==> config.mk <==
export PLATFORM = sky130hd
export DESIGN_NAME = st_pkt_arbiter_flat
export DESIGN_NICKNAME = d
export VERILOG_FILES = /design/src/rtl/st_arb_pkg.sv /design/src/rtl/st_pkt_arbiter_if.sv /design/src/rtl/st_pkt_arbiter_rr_pick.sv /design/src/rtl/st_pkt_arbiter.sv /design/src/flat_wrapper.sv
export SDC_FILE = /design/constraint.sdc
export NUM_CORES = 1
export LEC_CHECK = 0
export BUFFER_PORTS_ARGS = -buffer_cell sky130_fd_sc_hd__buf_2
export CAP_MARGIN = 15
export CORE_MARGIN = 2
export CORE_UTILIZATION = 31
export DETAILED_ROUTE_END_ITERATION = 12
export PLACE_DENSITY = 0.78
export SYNTH_ARGS = -nofsm -noshare
export SYNTH_HDL_FRONTEND = slang
export SYNTH_SLANG_ARGS = --single-unit
==> constraint.sdc <==
create_clock -name clk -period 1.9 [get_ports clk]
set_input_delay 0.38 -clock clk [delete_from_list [all_inputs] [get_ports clk]]
set_output_delay 0.38 -clock clk [all_outputs]
set_load 0.05 [all_outputs]
==> src/rtl/st_arb_pkg.sv <==
// rtl/st_arb_pkg.sv - shared types and constants for the packet arbiter
package st_arb_pkg;

  localparam int MAX_IN     = 4;
  localparam int GIDX_W     = 2;
  localparam int DEF_DATA_W = 24;
  localparam int DEF_CNT_W  = 16;

  typedef enum logic [0:0] {
    IDLE = 1'b0,
    LOCK = 1'b1
  } arb_state_e;

endpackage

==> src/rtl/st_pkt_arbiter_if.sv <==
// rtl/st_pkt_arbiter_if.sv - source/sink streams, grant status and counters of the packet arbiter
interface st_pkt_arbiter_if
  import st_arb_pkg::*;
#(
  parameter int NUM_IN = 2,
  parameter int DATA_W = DEF_DATA_W,
  parameter int CNT_W  = DEF_CNT_W
) ();

  logic [NUM_IN-1:0]        in_valid;
  logic [NUM_IN*DATA_W-1:0] in_data;
  logic [NUM_IN-1:0]        in_startofpacket;
  logic [NUM_IN-1:0]        in_endofpacket;
  logic [NUM_IN-1:0]        in_ready;
  logic [NUM_IN-1:0]        in_enable;
  logic                     out_ready;
  logic                     out_valid;
  logic [DATA_W-1:0]        out_data;
  logic                     out_startofpacket;
  logic                     out_endofpacket;
  logic                     grant_valid;
  logic [GIDX_W-1:0]        grant_idx;
  logic                     sync_err;
  logic                     err_clr;
  logic [NUM_IN*CNT_W-1:0]  pkt_count;

  // environment side: drives sources, sink ready and error clear
  modport master (
    output in_valid, in_data, in_startofpacket, in_endofpacket, in_enable,
    output out_ready, err_clr,
    input  in_ready, out_valid, out_data, out_startofpacket, out_endofpacket,
    input  grant_valid, grant_idx, sync_err, pkt_count
  );

  // arbiter side
  modport slave (
    input  in_valid, in_data, in_startofpacket, in_endofpacket, in_enable,
    input  out_ready, err_clr,
    output in_ready, out_valid, out_data, out_startofpacket, out_endofpacket,
    output grant_valid, grant_idx, sync_err, pkt_count
  );

endinterface

==> src/rtl/st_pkt_arbiter_rr_pick.sv <==
// rtl/st_pkt_arbiter_rr_pick.sv - combinational round-robin picker (rr_pick)
module rr_pick
  import st_arb_pkg::*;
#(
  parameter int NUM_IN = 2
) (
  input  logic [NUM_IN-1:0] req,
  input  logic [GIDX_W-1:0] last,
  output logic              any,
  output logic [GIDX_W-1:0] idx
);

  // search from last+1 upward with wrap; iterate farthest-first so the nearest requester wins
  always_comb begin
    any = |req;
    idx = '0;
    for (int k = NUM_IN; k >= 1; k--) begin
      for (int i = 0; i < NUM_IN; i++) begin
        if (((int'(last) + k) % NUM_IN) == i && req[i]) begin
          idx = GIDX_W'(i);
        end
      end
    end
  end

endmodule

==> src/rtl/st_pkt_arbiter.sv <==
// rtl/st_pkt_arbiter.sv - packet-level round-robin stream arbiter; ST_ARB_PKT_CNT_EN adds per-source packet counters
module st_pkt_arbiter
  import st_arb_pkg::*;
#(
  parameter int NUM_IN = 2,
  parameter int DATA_W = DEF_DATA_W,
  parameter int CNT_W  = DEF_CNT_W
) (
  input logic              clk,
  input logic              reset_n,
  st_pkt_arbiter_if.slave  bus
);

  arb_state_e        state;
  logic [GIDX_W-1:0] last_grant;
  logic [NUM_IN-1:0] req;
  logic [NUM_IN-1:0] flush;
  logic [NUM_IN-1:0] sel;
  logic              pick_any;
  logic [GIDX_W-1:0] pick_idx;
  logic              eop_fire;

  assign req   = bus.in_valid &  bus.in_startofpacket & bus.in_enable;
  assign flush = bus.in_valid & ~bus.in_startofpacket & bus.in_enable;

  rr_pick #(.NUM_IN(NUM_IN)) u_pick (
    .req  (req),
    .last (last_grant),
    .any  (pick_any),
    .idx  (pick_idx)
  );

  // one-hot decode of the locked source
  always_comb begin
    sel = '0;
    for (int i = 0; i < NUM_IN; i++) begin
      sel[i] = (bus.grant_idx == GIDX_W'(i));
    end
  end

  // zero-latency forwarding of the locked source; idle only drains stray mid-packet beats
  always_comb begin
    bus.out_valid         = 1'b0;
    bus.out_data          = '0;
    bus.out_startofpacket = 1'b0;
    bus.out_endofpacket   = 1'b0;
    bus.in_ready          = '0;
    if (reset_n) begin
      if (state == IDLE) begin
        bus.in_ready = flush;
      end else begin
        for (int i = 0; i < NUM_IN; i++) begin
          if (sel[i]) begin
            bus.out_valid         = bus.in_valid[i];
            bus.out_data          = bus.in_data[i*DATA_W +: DATA_W];
            bus.out_startofpacket = bus.in_startofpacket[i];
            bus.out_endofpacket   = bus.in_endofpacket[i];
            bus.in_ready[i]       = bus.out_ready;
          end
        end
      end
    end
  end

  assign eop_fire = bus.out_valid & bus.out_ready & bus.out_endofpacket;

  // arbitration FSM: pick in IDLE, hold the grant until the accepted EOP
  always_ff @(posedge clk) begin
    if (!reset_n) begin
      state           <= IDLE;
      bus.grant_valid <= 1'b0;
      bus.grant_idx   <= '0;
      last_grant      <= GIDX_W'(NUM_IN - 1);
      bus.sync_err    <= 1'b0;
    end else begin
      case (state)
        IDLE: begin
          if (pick_any) begin
            state           <= LOCK;
            bus.grant_idx   <= pick_idx;
            bus.grant_valid <= 1'b1;
          end
        end
        LOCK: begin
          if (eop_fire) begin
            state           <= IDLE;
            last_grant      <= bus.grant_idx;
            bus.grant_valid <= 1'b0;
          end
        end
        default: state <= IDLE;
      endcase
      if (state == IDLE && |flush) begin
        bus.sync_err <= 1'b1;
      end else if (bus.err_clr) begin
        bus.sync_err <= 1'b0;
      end
    end
  end

`ifdef ST_ARB_PKT_CNT_EN
  logic [CNT_W-1:0] cnt [NUM_IN];

  // count accepted EOP beats per source, wrapping naturally
  always_ff @(posedge clk) begin
    if (!reset_n) begin
      for (int i = 0; i < NUM_IN; i++) cnt[i] <= '0;
    end else begin
      for (int i = 0; i < NUM_IN; i++) begin
        if (eop_fire && sel[i]) cnt[i] <= cnt[i] + 1'b1;
      end
    end
  end

  // flatten counters onto the output bus
  always_comb begin
    bus.pkt_count = '0;
    for (int i = 0; i < NUM_IN; i++) bus.pkt_count[i*CNT_W +: CNT_W] = cnt[i];
  end
`else
  assign bus.pkt_count = {(NUM_IN*CNT_W){1'b0}};
`endif

endmodule

==> src/flat_wrapper.sv <==
// flat-port wrapper written by rule: the top's interface ports become plain ports
module st_pkt_arbiter_flat import st_arb_pkg::*;
#(
  parameter int NUM_IN = 2,
  parameter int DATA_W = DEF_DATA_W,
  parameter int CNT_W  = DEF_CNT_W
)
  (clk, reset_n, bus_in_valid, bus_in_data, bus_in_startofpacket, bus_in_endofpacket, bus_in_enable, bus_out_ready, bus_err_clr, bus_in_ready, bus_out_valid, bus_out_data, bus_out_startofpacket, bus_out_endofpacket, bus_grant_valid, bus_grant_idx, bus_sync_err, bus_pkt_count);
  st_pkt_arbiter_if #(.NUM_IN(NUM_IN), .DATA_W(DATA_W), .CNT_W(CNT_W)) bus_i ();
  input logic clk;
  input logic reset_n;
  input wire logic [$bits(bus_i.in_valid)-1:0] bus_in_valid;
  input wire logic [$bits(bus_i.in_data)-1:0] bus_in_data;
  input wire logic [$bits(bus_i.in_startofpacket)-1:0] bus_in_startofpacket;
  input wire logic [$bits(bus_i.in_endofpacket)-1:0] bus_in_endofpacket;
  input wire logic [$bits(bus_i.in_enable)-1:0] bus_in_enable;
  input wire logic [$bits(bus_i.out_ready)-1:0] bus_out_ready;
  input wire logic [$bits(bus_i.err_clr)-1:0] bus_err_clr;
  output wire logic [$bits(bus_i.in_ready)-1:0] bus_in_ready;
  output wire logic [$bits(bus_i.out_valid)-1:0] bus_out_valid;
  output wire logic [$bits(bus_i.out_data)-1:0] bus_out_data;
  output wire logic [$bits(bus_i.out_startofpacket)-1:0] bus_out_startofpacket;
  output wire logic [$bits(bus_i.out_endofpacket)-1:0] bus_out_endofpacket;
  output wire logic [$bits(bus_i.grant_valid)-1:0] bus_grant_valid;
  output wire logic [$bits(bus_i.grant_idx)-1:0] bus_grant_idx;
  output wire logic [$bits(bus_i.sync_err)-1:0] bus_sync_err;
  output wire logic [$bits(bus_i.pkt_count)-1:0] bus_pkt_count;
  assign bus_i.in_valid = bus_in_valid;
  assign bus_i.in_data = bus_in_data;
  assign bus_i.in_startofpacket = bus_in_startofpacket;
  assign bus_i.in_endofpacket = bus_in_endofpacket;
  assign bus_i.in_enable = bus_in_enable;
  assign bus_i.out_ready = bus_out_ready;
  assign bus_i.err_clr = bus_err_clr;
  assign bus_in_ready = bus_i.in_ready;
  assign bus_out_valid = bus_i.out_valid;
  assign bus_out_data = bus_i.out_data;
  assign bus_out_startofpacket = bus_i.out_startofpacket;
  assign bus_out_endofpacket = bus_i.out_endofpacket;
  assign bus_grant_valid = bus_i.grant_valid;
  assign bus_grant_idx = bus_i.grant_idx;
  assign bus_sync_err = bus_i.sync_err;
  assign bus_pkt_count = bus_i.pkt_count;
  st_pkt_arbiter #(.NUM_IN(NUM_IN), .DATA_W(DATA_W), .CNT_W(CNT_W)) u_core (.clk(clk), .reset_n(reset_n), .bus(bus_i));
endmodule
# Word-level counts from Yosys, hierarchy flattened
# Cells that the tools add are included.
dict set report classes {
  n_addsub 2
  eq_ne 5
  muxes 31
  n_bitwise 10
  n_reduce_logical 12
}
# cell count
set op_table {}
lappend op_table {{$mux W24} 4}
lappend op_table {{$logic_not A32 Y1} 1}
lappend op_table {{$mux W1} 21}
lappend op_table {{$and A2 B2 Y2} 4}
lappend op_table {{$mux W2} 4}
lappend op_table {{$reduce_and A2 Y1} 3}
lappend op_table {{$eq A2 B2 Y1 const B} 2}
lappend op_table {{$logic_and A1 B1 Y1} 4}
lappend op_table {{$pmux W1 S2} 2}
lappend op_table {{$reduce_or A2 Y1} 2}
lappend op_table {{$add A1 B1 Y1 const B} 2}
lappend op_table {{$and A1 B1 Y1} 2}
lappend op_table {{$and A1 B1 Y1 const A} 2}
lappend op_table {{$eq A2 B1 Y1 const B} 1}
lappend op_table {{$logic_not A2 Y1} 1}
lappend op_table {{$ne A2 B1 Y1 const B} 1}
lappend op_table {{$ne A2 B2 Y1 const B} 1}
lappend op_table {{$not A2 Y2} 1}
lappend op_table {{$reduce_bool A2 Y1} 1}
lappend op_table {{$not A1 Y1} 1}
dict set report word_totals {
  reg_bits 6
  input_bits 60
  out_inout_bits 65
  elab_cells 65
}

# Depth between registers and ports, before layout
dict set report logic_depth {
  depth_word 9
  ltp_mapped 5
  ltp_nobuf 3
}

# Hierarchy
# A second synthesis with hierarchy kept.
dict set report hier_totals {
  hier_cells 137
  hier_area_um2 1016.0
}
# mod n_inst cells_each area_per_inst_um2 seq_area_each_um2
set modules_own_cells {}
lappend modules_own_cells {st_pkt_arbiter 1 133 991.0 140.1}
lappend modules_own_cells {rr_pick 1 4 25.0 0.0}

# Worst setup path before layout
# No wires, ideal clock.
dict set report synth_timing {
  path_type {register to output}
  start {register u_core.bus.grant_idx[0]}
  end {output bus_out_data[16]}
  arrival_ns 2.104
  required_time_ns 1.520
  slack_ns -0.584
  stages_incl_launch_ff 6
  path_buffers 3
  path_cell_list {dfxtp_1 > buf_2 > buf_2 > buf_2 > mux2i_1 > nor2_1}
}
dict set report synth_via {
  elab_chain_cells 5
  word_cells_on_any_way 6
  classes_between {1 x eq/ne; 4 x mux; 1 x reduce/logical}
}
# element line_no
set synth_lines {}
lappend synth_lines {{start, declared} st_pkt_arbiter_if.sv:40} ;# output grant_valid, grant_idx, sync_err, pkt_count
lappend synth_lines {{start signal, assigned} st_pkt_arbiter.sv:80} ;# bus.grant_idx <= pick_idx;
lappend synth_lines {{$logic_not A2 Y1} st_pkt_arbiter.sv:37} ;# sel[i] = (bus.grant_idx == GIDX_W'(i));
lappend synth_lines {{$mux W24} st_pkt_arbiter.sv:53} ;# if (sel[i]) begin
lappend synth_lines {{$mux W24 (*)} st_pkt_arbiter.sv:53}
lappend synth_lines {{$mux W24 (*)} st_pkt_arbiter.sv:49} ;# if (state == IDLE) begin
lappend synth_lines {{$mux W24 (*)} st_pkt_arbiter.sv:48} ;# if (reset_n) begin
lappend synth_lines {{end, declared} flat_wrapper.sv:21} ;# output wire logic [$bits(bus_i.out_data)-1:0] bus_out_data;
# Every way passes the cells marked *; elsewhere a longest branch is shown, timed or not.

# Worst setup path after layout
dict set report layout_timing {
  start {register u_core.bus.grant_idx[0]}
  end {output bus_out_data[21]}
}
# Same word-level chain as after synthesis.

==> reports/results.ini <==
[run_status]
outcome=finished with violations
violations=design-rule violations

[yosys]
asyncSetResetFlopFracSynth=0
yosysWarningCount=0
synthAdderAreaFrac=0
synth_ff_type=dfxtp_1
post_synthesis_xor_xnor_area_fraction=0
synth-compound-area-share=0.0496
postSynthAreaPerCell_um2=7.41
synth-edff-count=0
post_synth_cell_types=24
postSynthRegisterBits=5
synth_sequential_area_ratio=0.107
netlist_instances=126
netlist_area_um2=933
synthSimpleGateAreaFrac=0.231
synthMuxAreaShare=0.306
dominant_combinational_cell_family_by_area_after_synthesis=multiplexers

[pwr]
net-switching-power_mw=0.377
design_power_total_mw=0.686
power.density_cell_area_nw_per_um2=468
power_frac_seq=0.176
comb_power_share=0.642
total_leakage_power_nw=0.792
ir_worst_vdd_mv=0.401
power.internal_mw=0.308
p_sw_frac=0.550
pwr-share-clk=0.183

[global_routing]
grt_pass1_wl_um=3660
grt_use_total=0.131
first_global_vias=916
pin_count_of_the_biggest_net_entering_global_routing=28
grt_remaining_overflow=0
antenna_found_initial=0

[sta]
fmax_mhz=547
timing.final.hold_violations=0
min_period_over_period=0.962
final_total_negative_setup_slack_ns=0
finalSetupViolCount=0
finalCriticalPeriod_ns=1.83
maxSlewViolCount=0
fin_skew_ns=0.00649
rsz0062_at_grt=no

[place]
dp_hpwl_um=2210
io_buffers=91
gp_routability_congestion=0.866

[route]
detail_route.iter0.violations=45
drt-wirelength-per-cell_um=10.5
drt-pass1-iter-count=8
vias_per_cell=4.41
drtAntennaViolNets=0
vias=1089
drc_errors=10
postRouteWirelength_um=2600

[worst_setup_path]
setup.worst_path.end_class=output pin
ws_path_type=flip-flop to output pin
timing.critical_path.arrival_ns=1.45
critical_path.startpoint=u_core.bus.grant_idx[0]$_SDFFE_PN0P_
path_max_fanout=11
critical_path_required_ns=1.52
critical_path.reg2reg.startpoint=u_core.state$_SDFF_PN0_
critPathLaunchType=flip-flop

[clock_tree]
clkLatencyLatePin_ns=0.24
cts.reportedPaths.clkPinSlew_ns=0.05
cts_root_buf=clkbuf_4
cts_num_sinks=5
post-cts-setup-buffer-count=0
post_cts.resized_instances=0
tritoncts=yes
htreeDepth=1
cts_buffers=3
cts_hold_buffers=0
cts_buffer_depth=2

[cells_and_area]
nFillCells=281
area_delta_synth_final_pct=56.8
layout-drive-gt1-share=0.602
design.final.nets=277
antenna_cells=0

[die]
std_cell_rows=19
pin_count=125
dieWidth_um=58.9
design.die.area_um2=3470
die_h_um=58.9
initial_util=0.333
fp.coreArea_um2=2810

[flow_run]
max_cap_violations=0

[hold_path]
min-delay-start=bus_err_clr
min_path_type=primary input to flip-flop

power groups by stage:
stage	logic (mW)	registers [mW]	clock network, mW
after global placement	0.433	0.122	0
after detailed placement	0.437	0.123	0
after CTS	0.437	0.121	0.129
final	0.440	0.120	0.125
after global routing	0.463	0.121	0.140
after floorplan	0.374	0.134	0
sequential cells by signal, indices dropped and copies added, names as in the netlist:
signal	count
u_core.bus.sync_err	1
u_core.bus.grant_valid	1
u_core.last_grant	1
u_core.state	1
u_core.bus.grant_idx	1
cell usage in the layout (no fill, tap or decap), drive strengths merged, types with 2 or more instances in the layout:
cell type,Yosys,routed
conb,1,33
nor2,28,28
nand2b,2,2
nand2,6,6
nor3,2,2
buf,38,92
mux2i,27,27
clkbuf,2,6
dfxtp,5,5
nand3,3,3
per-stage QoR:
step	std cells	hold WS [ns]	worst slack, ns	utilization	area (µm²)
floorplan	158	0.530	0.0497	-	1160
global placement	243	0.565	0.201	0.508	1420
detailed placement	243	0.561	0.180	0.508	1420
CTS	247	0.448	0.0525	0.517	1450
global route	247	0.457	0.00438	0.522	1460
finish	247	0.455	0.0714	0.522	1460
cells in the mapped netlist (2+ instances only):
cell type / count / share of area
nand3_1: 3 / 0.016
buf_2: 4 / 0.021
clkbuf_1: 2 / 0.0080
nand2_1: 5 / 0.020
nor2_1: 28 / 0.11
mux2i_1: 27 / 0.29
nor3_1: 2 / 0.011
nand2b_1: 2 / 0.013
dfxtp_1: 5 / 0.11
buf_4: 34 / 0.27
final timing paths:
kind                                        to  slack (ns)  cells after the start
min           u_core.bus.sync_err$_SDFFE_PN0P_        0.46                      3
max                           bus_out_data[21]        0.07                      4
max reg2reg  u_core.last_grant[0]$_SDFFE_PN1P_        0.33                      3
min reg2reg   u_core.bus.sync_err$_SDFFE_PN0P_        0.57                      3
logic make-up after synthesis:
kind of cell / after synthesis
AO/OA/AOI/OAI: 6
buffers and inverters: 40
flip-flops: 5
multiplexers: 28
other: 1
AND/OR/NAND/NOR: 46
cell type report:
class,count,area (µm²),share of cell area
tap,31,38.8,0.0265
multi-input combinational,113,777,0.531
sequential,5,101,0.0692
clock buffer,4,26.3,0.0179
timing repair buffer,94,520,0.356
critical path, cell delays in order (launching register included):
cell     delay, ns
dfxtp_2       0.47
buf_12        0.19
mux2i_1       0.30
nor2_4        0.04
buf_2         0.21
metal layers:
metal	GRT usage	vias to the layer above	wire length (µm)
met3	0.0154	0	364
met1	0.150	471	905
met5	0	-	0
met4	0.0390	0	0
met2	0.251	78	1330
li1	-	540	-
Power figures use the tool's default switching activity.
